===== src/rtl/imm_gen_pipe_if.sv =====
// Handshake bundle between the decode stage, the immediate generator and execute.
// master = the driver of instructions and consumer of immediates; slave = the generator.
interface imm_gen_pipe_if #(
    parameter int unsigned XLEN  = 32,
    parameter int unsigned SRC_W = 3
);
    logic             in_valid;
    logic             in_ready;
    logic [31:0]      instr;
    logic [SRC_W-1:0] imm_src;
    logic             auto_sel;
    logic             out_valid;
    logic             out_ready;
    logic [XLEN-1:0]  ext;
    logic [SRC_W-1:0] src;
    logic             illegal;

    modport master (
        output in_valid, instr, imm_src, auto_sel, out_ready,
        input  in_ready, out_valid, ext, src, illegal
    );

    modport slave (
        input  in_valid, instr, imm_src, auto_sel, out_ready,
        output in_ready, out_valid, ext, src, illegal
    );
endinterface


===== src/rtl/imm_gen_pipe.sv =====
// Pipelined RISC-V immediate generator with output register and one-entry skid buffer.
// Define IMM_ZICSR_EN to enable format Z (zero-extended CSR uimm in Instr[19:15]).
module imm_gen_pipe #(
    parameter int unsigned XLEN  = 32,
    parameter int unsigned SRC_W = 3
) (
    input logic              clk_i,
    input logic              rst_i,
    imm_gen_pipe_if.slave    bus_io
);
    localparam logic [SRC_W-1:0] FmtI   = SRC_W'(0);
    localparam logic [SRC_W-1:0] FmtS   = SRC_W'(1);
    localparam logic [SRC_W-1:0] FmtB   = SRC_W'(2);
    localparam logic [SRC_W-1:0] FmtJ   = SRC_W'(3);
    localparam logic [SRC_W-1:0] FmtU   = SRC_W'(4);
    localparam logic [SRC_W-1:0] FmtZ   = SRC_W'(5);
    localparam logic [SRC_W-1:0] FmtBad = SRC_W'(7);

    typedef struct packed {
        logic [XLEN-1:0]  ext;
        logic [SRC_W-1:0] src;
        logic             ill;
    } entry_t;

    typedef enum logic [1:0] {StEmpty, StOne, StFull} state_e;

    state_e state_q, state_d;
    entry_t out_q, out_d, skid_q, skid_d, new_entry;

    logic [31:0]      instr;
    logic [SRC_W-1:0] res_src;
    logic             res_ill;
    logic [31:0]      imm32;
    logic             sgn;
    logic             in_xfer, out_xfer;

    assign instr = bus_io.instr;

    // Format resolution; auto-decode misses report an all-ones select.
    always_comb begin
        res_src = bus_io.imm_src;
        if (bus_io.auto_sel) begin
            case (instr[6:0])
                7'b0010011, 7'b0000011, 7'b1100111, 7'b0011011: res_src = FmtI;
                7'b0100011:             res_src = FmtS;
                7'b1100011:             res_src = FmtB;
                7'b1101111:             res_src = FmtJ;
                7'b0110111, 7'b0010111: res_src = FmtU;
`ifdef IMM_ZICSR_EN
                7'b1110011:             res_src = instr[14] ? FmtZ : FmtI;
`else
                7'b1110011:             res_src = FmtI;
`endif
                default:                res_src = FmtBad;
            endcase
        end
    end

    always_comb begin
        imm32   = '0;
        sgn     = instr[31];
        res_ill = 1'b0;
        case (res_src)
            FmtI: imm32 = {{20{instr[31]}}, instr[31:20]};
            FmtS: imm32 = {{20{instr[31]}}, instr[31:25], instr[11:7]};
            FmtB: imm32 = {{19{instr[31]}}, instr[31], instr[7], instr[30:25], instr[11:8], 1'b0};
            FmtJ: imm32 = {{11{instr[31]}}, instr[31], instr[19:12], instr[20], instr[30:21],
                           1'b0};
            FmtU: imm32 = {instr[31:12], 12'b0};
`ifdef IMM_ZICSR_EN
            FmtZ: begin
                imm32 = {27'b0, instr[19:15]};
                sgn   = 1'b0;
            end
`endif
            default: begin
                sgn     = 1'b0;
                res_ill = 1'b1;
            end
        endcase
    end

    if (XLEN == 64) begin : g_x64
        assign new_entry.ext = {{32{sgn}}, imm32};
    end else begin : g_x32
        assign new_entry.ext = imm32;
    end
    assign new_entry.src = res_src;
    assign new_entry.ill = res_ill;

    assign bus_io.in_ready  = (state_q != StFull);
    assign bus_io.out_valid = (state_q != StEmpty);
    assign bus_io.ext       = out_q.ext;
    assign bus_io.src       = out_q.src;
    assign bus_io.illegal   = out_q.ill;

    assign in_xfer  = bus_io.in_valid & bus_io.in_ready;
    assign out_xfer = bus_io.out_valid & bus_io.out_ready;

    always_comb begin
        state_d = state_q;
        out_d   = out_q;
        skid_d  = skid_q;
        unique case (state_q)
            StEmpty: if (in_xfer) begin
                out_d   = new_entry;
                state_d = StOne;
            end
            StOne: begin
                if (in_xfer && out_xfer) begin
                    out_d = new_entry;
                end else if (in_xfer) begin
                    skid_d  = new_entry;
                    state_d = StFull;
                end else if (out_xfer) begin
                    state_d = StEmpty;
                end
            end
            StFull: if (out_xfer) begin
                out_d   = skid_q;
                state_d = StOne;
            end
            default: state_d = StEmpty;
        endcase
    end

    always_ff @(posedge clk_i) begin
        if (rst_i) begin
            state_q <= StEmpty;
            out_q   <= '0;
            skid_q  <= '0;
        end else begin
            state_q <= state_d;
            out_q   <= out_d;
            skid_q  <= skid_d;
        end
    end
endmodule


===== src/flat_wrapper.sv =====
// flat-port wrapper written by rule: the top's interface ports become plain ports
module imm_gen_pipe_flat 
#(
    parameter int unsigned XLEN  = 32,
    parameter int unsigned SRC_W = 3
)
  (clk_i, rst_i, bus_io_in_valid, bus_io_instr, bus_io_imm_src, bus_io_auto_sel, bus_io_out_ready, bus_io_in_ready, bus_io_out_valid, bus_io_ext, bus_io_src, bus_io_illegal);
  imm_gen_pipe_if #(.XLEN(XLEN), .SRC_W(SRC_W)) bus_io_i ();
  input logic clk_i;
  input logic rst_i;
  input wire logic [$bits(bus_io_i.in_valid)-1:0] bus_io_in_valid;
  input wire logic [$bits(bus_io_i.instr)-1:0] bus_io_instr;
  input wire logic [$bits(bus_io_i.imm_src)-1:0] bus_io_imm_src;
  input wire logic [$bits(bus_io_i.auto_sel)-1:0] bus_io_auto_sel;
  input wire logic [$bits(bus_io_i.out_ready)-1:0] bus_io_out_ready;
  output wire logic [$bits(bus_io_i.in_ready)-1:0] bus_io_in_ready;
  output wire logic [$bits(bus_io_i.out_valid)-1:0] bus_io_out_valid;
  output wire logic [$bits(bus_io_i.ext)-1:0] bus_io_ext;
  output wire logic [$bits(bus_io_i.src)-1:0] bus_io_src;
  output wire logic [$bits(bus_io_i.illegal)-1:0] bus_io_illegal;
  assign bus_io_i.in_valid = bus_io_in_valid;
  assign bus_io_i.instr = bus_io_instr;
  assign bus_io_i.imm_src = bus_io_imm_src;
  assign bus_io_i.auto_sel = bus_io_auto_sel;
  assign bus_io_i.out_ready = bus_io_out_ready;
  assign bus_io_in_ready = bus_io_i.in_ready;
  assign bus_io_out_valid = bus_io_i.out_valid;
  assign bus_io_ext = bus_io_i.ext;
  assign bus_io_src = bus_io_i.src;
  assign bus_io_illegal = bus_io_i.illegal;
  imm_gen_pipe #(.XLEN(XLEN), .SRC_W(SRC_W)) u_core (.clk_i(clk_i), .rst_i(rst_i), .bus_io(bus_io_i));
endmodule

===== config.mk =====
export PLATFORM = sky130hd
export DESIGN_NAME = imm_gen_pipe_flat
export DESIGN_NICKNAME = d
export VERILOG_FILES = /design/src/rtl/imm_gen_pipe_if.sv /design/src/rtl/imm_gen_pipe.sv /design/src/flat_wrapper.sv
export SDC_FILE = /design/constraint.sdc
export NUM_CORES = 1
export LEC_CHECK = 0
export ABC_AREA = 1
export BUFFER_PORTS_ARGS = -buffer_cell sky130_fd_sc_hd__buf_2
export CAP_MARGIN = 10
export CORE_ASPECT_RATIO = 0.9
export CORE_UTILIZATION = 56
export CTS_CLUSTER_DIAMETER = 30
export DETAILED_ROUTE_END_ITERATION = 10
export GPL_TIMING_DRIVEN = 0
export PLACE_DENSITY = 0.88
export SYNTH_ARGS = -nofsm -noshare
export SYNTH_HDL_FRONTEND = slang
export SYNTH_SLANG_ARGS = --single-unit

===== constraint.sdc =====
create_clock -name clk_i -period 4.5 [get_ports clk_i]
set_input_delay 0.9 -clock clk_i [delete_from_list [all_inputs] [get_ports clk_i]]
set_output_delay 0.9 -clock clk_i [all_outputs]
set_load 0.05 [all_outputs]

* Word level (Yosys, flattened, before mapping)
Cells that the tools add are included.
Word-level totals: flip-flop bits (word level) 74, latch bits 0, bits in writable memories 0, bits in read-only memories 0, bits of input ports 40, output and inout port bits 38, logic and storage cells 57, memories 0
Operators by class: add/sub/neg operators 0, multiply operators 0, divide/modulo/power cells 0, order comparisons 0, equal/unequal tests 22, shift operators 0, muxes and demuxes 14, bitwise operators 3, reductions and logical operators 11
Operators by type and width (count):
- $pmux 32 s5 | 1
- $mux 36 | 3
- $pmux 36 s3 | 1
- $eq 7x7->1 const B | 4
- $eq 7x5->1 const B | 3
- $pmux 3 s5 | 1
- $eq 7x6->1 const B | 2
- $mux 2 | 5
- $reduce_or 5->1 | 2
- $reduce_and 4->1 | 2
- $eq 7x2->1 const B | 1
- $eq 3x2->1 const B | 2
- $ne 2x1->1 const B | 3
- $pmux 2 s3 | 1
- $ne 2x2->1 const B | 2
- $eq 3x1->1 const B | 1
- $eq 3x3->1 const B | 1
- $logic_not 3->1 | 1
- $mux 3 | 1
- $ne 3x1->1 const B | 1
- $reduce_and 3->1 | 1
- $reduce_bool 3->1 | 1
- $and 1x1->1 | 2
- $eq 2x1->1 const B | 1
- other kinds (7) | 7

* Depth between registers and ports, before layout
depth after elaboration 9, mapped depth 15, depth with buffers taken out 15

* Worst setup path after synthesis
OpenSTA, ideal clock, no wires.
path type input -> register, start point input port bus_io_instr[4], end point register u_core.out_q (netlist bit u_core.bus_io.ext[12]), library setup time 132 ps, arrival time 2010 ps, required time 4368 ps, slack 2358 ps, stages on the path 14, path buffers 0, cells stage by stage inv_1 nand3_1 nand3_1 nand2_1 nor2_2 nand2_2 nand2_4 inv_2 nand3_4 nand2_4 nand2_1 nand3_1 nand2_1 a21oi_1
Between the ends: word-level cells in the longest chain between the ends 8, elaborated cells between the ends (all ways) 23, classes of those cells eq/ne (14); mux (6); reduce/logical (3)
RTL lines:
- start, declared | line flat_wrapper.sv:12 | input wire logic [$bits(bus_io_i.instr)-1:0] bus_io_instr;
- $eq 7x5->1 (tied with other cells) | line imm_gen_pipe.sv:43 | case (instr[6:0])
- $reduce_or 5->1 (no source line) / $reduce_or 2->1 (equally long branches)
- $pmux 3 s5 (*) | line imm_gen_pipe.sv:43
- $mux 3 (*) | line imm_gen_pipe.sv:42 | if (bus_io.auto_sel) begin
- $eq 3x3->1 (tied with other cells)
- $pmux 32 s5 (*) | line imm_gen_pipe.sv:63 | case (res_src)
- $mux 36, on equally long branches | line imm_gen_pipe.sv:110, imm_gen_pipe.sv:105
- $pmux 36 s3 (*) | line imm_gen_pipe.sv:104 | unique case (state_q)
- end signal, assigned | line imm_gen_pipe.sv:134 | out_q <= out_d;
- end, declared | line imm_gen_pipe.sv:28 | entry_t out_q, out_d, skid_q, skid_d, new_entry;
Mark *: on every way between the ends. The rest lies on a longest branch, timed or not. The select of a mux whose other input is x is not followed. A chain may end at the register's enable or synchronous reset.

* Worst setup path after layout
start point register u_core.state_q[1], end point output port bus_io_in_ready
Between the ends: word-level cells in the longest chain between the ends 1
RTL lines:
- start, declared | line imm_gen_pipe.sv:27 | state_e state_q, state_d;
- start signal, assigned | line imm_gen_pipe.sv:129 | state_q <= StEmpty;
- start signal, assigned | line imm_gen_pipe.sv:133 | state_q <= state_d;
- $ne 2x2->1 | line imm_gen_pipe.sv:91 | assign bus_io.in_ready = (state_q != StFull);
- end, declared | line flat_wrapper.sv:16 | output wire logic [$bits(bus_io_i.in_ready)-1:0] bus_io_in_ready;
Every way passes these cells.

==> impl_metrics.csv <==
group,metric,value,unit
layout,layout-drive-gt1-share,18.1,%
sta,slew_viol_final,0,
yosys,synth_area,0.00355,sq mm
worst_setup_path,cp_data_required_time,3.60,ns
min_path,min_path_type,"flip-flop to flip-flop",
sta,rsz0062_at_grt,"false",
place,dp_hpwl,7000,microns
yosys,synth_top_area_cell,"dfxtp_1",
sta,period_share,63.3,%
yosys,ys_seq_area_share,41.8,%
pwr,p_leak,2.09,nW
layout,synthToLayoutAreaGrowth,20.4,%
yosys,synth_cell_types,24,
pwr,power_density,375,mW/mm^2
cts,cts_hold_buf,0,
place,placed_cells,689,
worst_setup_path,end_kind,"primary output",
global_routing,overflow,0,
sta,tightest_slew,0.612,ns
global_routing,antenna_found_initial,0,
sta,fin_crit,2.85,ns
yosys,yosysWarnings,0,
place,place_congestion,0.934,
routing,vias,3926,
floorplanning,die_h,77.5,microns
layout,layout.nets,653,
routing,drt-total-wl,9850,microns
cts,numClockSinks,74,
cts,post-cts-setup-buffers,0,
worst_setup_path,start_kind,"flip-flop",
pwr,peakVddDrop,0.273,mV
routing,post_drt_wl_per_cell,14.0,microns
yosys,ys_top_cells_by_area,"dfxtp_1 (42%), a21oi_1 (11%), nand2_1 (11%)",
routing,via_per_inst,5.57,
sta,relSlewSlack,58.9,%
routing,drt_drc_violations_left,0,
cts,cts_buffer_depth,2,
layout,final_common_cell,"nand2_1",
floorplanning,initial_utilization,58.0,%
yosys,syn_nets,566,
global_routing,grt_pass1_vias,3541,
floorplanning,pin_count,78,
place,preCtsSetupSlack,1.92,ns
cts,cts_buffers,9,
layout,final_cell_mix,"nand2_1 (100), a21oi_1 (78), buf_2 (78), dfxtp_1 (74), nor2_1 (59)",
worst_setup_path,worstPathArrival,1.95,ns
sta,setup_viol,0,
routing,ant_nets,0,
global_routing,grt_max_degree,13,
yosys,synth_top_area_share,41.8,%
cts,cts_resized,0,
routing,first_iter_violations,267,
sta,hold_viol_final,0,
sta,finClkSkew,0.00505,ns
floorplanning,die_area,0.00665,sq mm
cts,root_buffer,"clkbuf_8",
sta,final.setup.worst_slack,1.65,ns
floorplanning,core,0.00611,sq mm
outcome,run_status,"finished, final reports clean",
global_routing,grtUsageTotal,31.0,%
floorplanning,rows,27,
sta,fmax,351,MHz
yosys,syn_inst,526,
routing,dr.pass1.iters,5,
floorplanning,die_w,85.9,microns
layout,antenna_cells,0,
cts,htree_levels,3,
layout,fin_cells,705,
worst_setup_path,crit_type,"flip-flop to primary output",
pwr,p_total,1.60,mW
cts,clkTransAtPathRegs,0.08,ns
worst_setup_path,critPathMaxFanout,10,
sta,setup_tns,0,ns
place,io_buffer_count,76,
cts,clk_latency,0.35,ns
flow_run,maxCapViolations,0,
yosys,ys_ff_latch,74,
cts,cts_tree,"yes",
global_routing,grt_pass1_wl,16200,microns
yosys,avgSynthCellArea,6.74,sq um
## where the power goes
group	switching, mW	total [mW]	leakage [nW]	internal [mW]
clock network	0.247	0.614	0.114	0.368
logic	0.207	0.285	1.37	0.0776
registers	0.0144	0.701	0.603	0.687
## worst paths after layout
kind	startpoint	endpoint	slack, ns	depth (start not counted)
worst min register to register	u_core.bus_io.ext[11]	u_core.bus_io.ext[11]	0.47	2
worst max-delay path	u_core.state_q[1]	bus_io_in_ready	1.65	5
worst min-delay path	u_core.bus_io.ext[11]	u_core.bus_io.ext[11]	0.47	2
worst max register to register	u_core.state_q[1]	u_core.bus_io.ext[22]	2.48	8
## flip-flops by register name, indices dropped and copies added, names as in the netlist
register and cells:
u_core.bus_io.ext 32, u_core.skid_q 36, u_core.bus_io.src 3, u_core.state_q 2
u_core.bus_io.illegal 1
## per-layer routing
layer / vias up / part of all wire (%) / GRT usage, %
met5: - / 0 / 0
li1: 1901 / - / -
met2: 232 / 45 / 47.5
met3: 29 / 9.7 / 6.81
met1: 1764 / 42 / 41.9
met4: 0 / 3.4 / 13.2
## worst max-delay path, stage by stage (launching register included)
cell,delay [ns]
dfxtp_1,0.39
inv_2,0.05
nor2_1,0.39
inv_1,0.19
clkbuf_1,0.28
buf_2,0.29
## synthesized netlist by cell type
cell / instances
buf_2: 2
nor3_1: 1
nand3_4: 1
inv_1: 51
clkbuf_1: 27
o21ai_1: 6
o21bai_4: 1
o21ai_0: 55
nand2_4: 4
inv_2: 5
buf_6: 1
nand4_1: 6
a21oi_1: 78
dfxtp_1: 74
nor2_2: 2
o211ai_1: 7
nor2_1: 59
a31oi_1: 8
a41oi_1: 1
or2_2: 3
buf_1: 1
nand3_1: 30
nand2_2: 3
nand2_1: 100
## metrics by stage
stage / hold slack [ns] / utilization (%) / area, sq um
floorplan: 0.468 / - / 3550
global placement: 0.449 / 66.0 / 4040
detailed placement: 0.452 / 66.0 / 4040
CTS: 0.465 / 69.8 / 4270
global route: 0.476 / 69.8 / 4270
finish: 0.465 / 69.8 / 4270
## cell families (layout without fill, tap and decap cells)
| group | count (synthesis) | in the layout | synth area share [%] |
|---|---|---|---|
| AO/OA/AOI/OAI | 156 | 156 | 23.3 |
| buffers and inverters | 87 | 179 | 9.49 |
| flip-flops | 74 | 74 | 41.8 |
| AND/OR/NAND/NOR | 209 | 209 | 25.4 |
## layout make-up
class                      count  area, sq um
buffer                        31          126
inverter                      56          210
tap                           87          109
timing repair buffer          76          380
fill                         511         1850
sequential                    74         1480
clock buffer                  11          131
multi-input combinational    365         1730
clock inverter                 5          103
(Power assumes the default switching activity.)
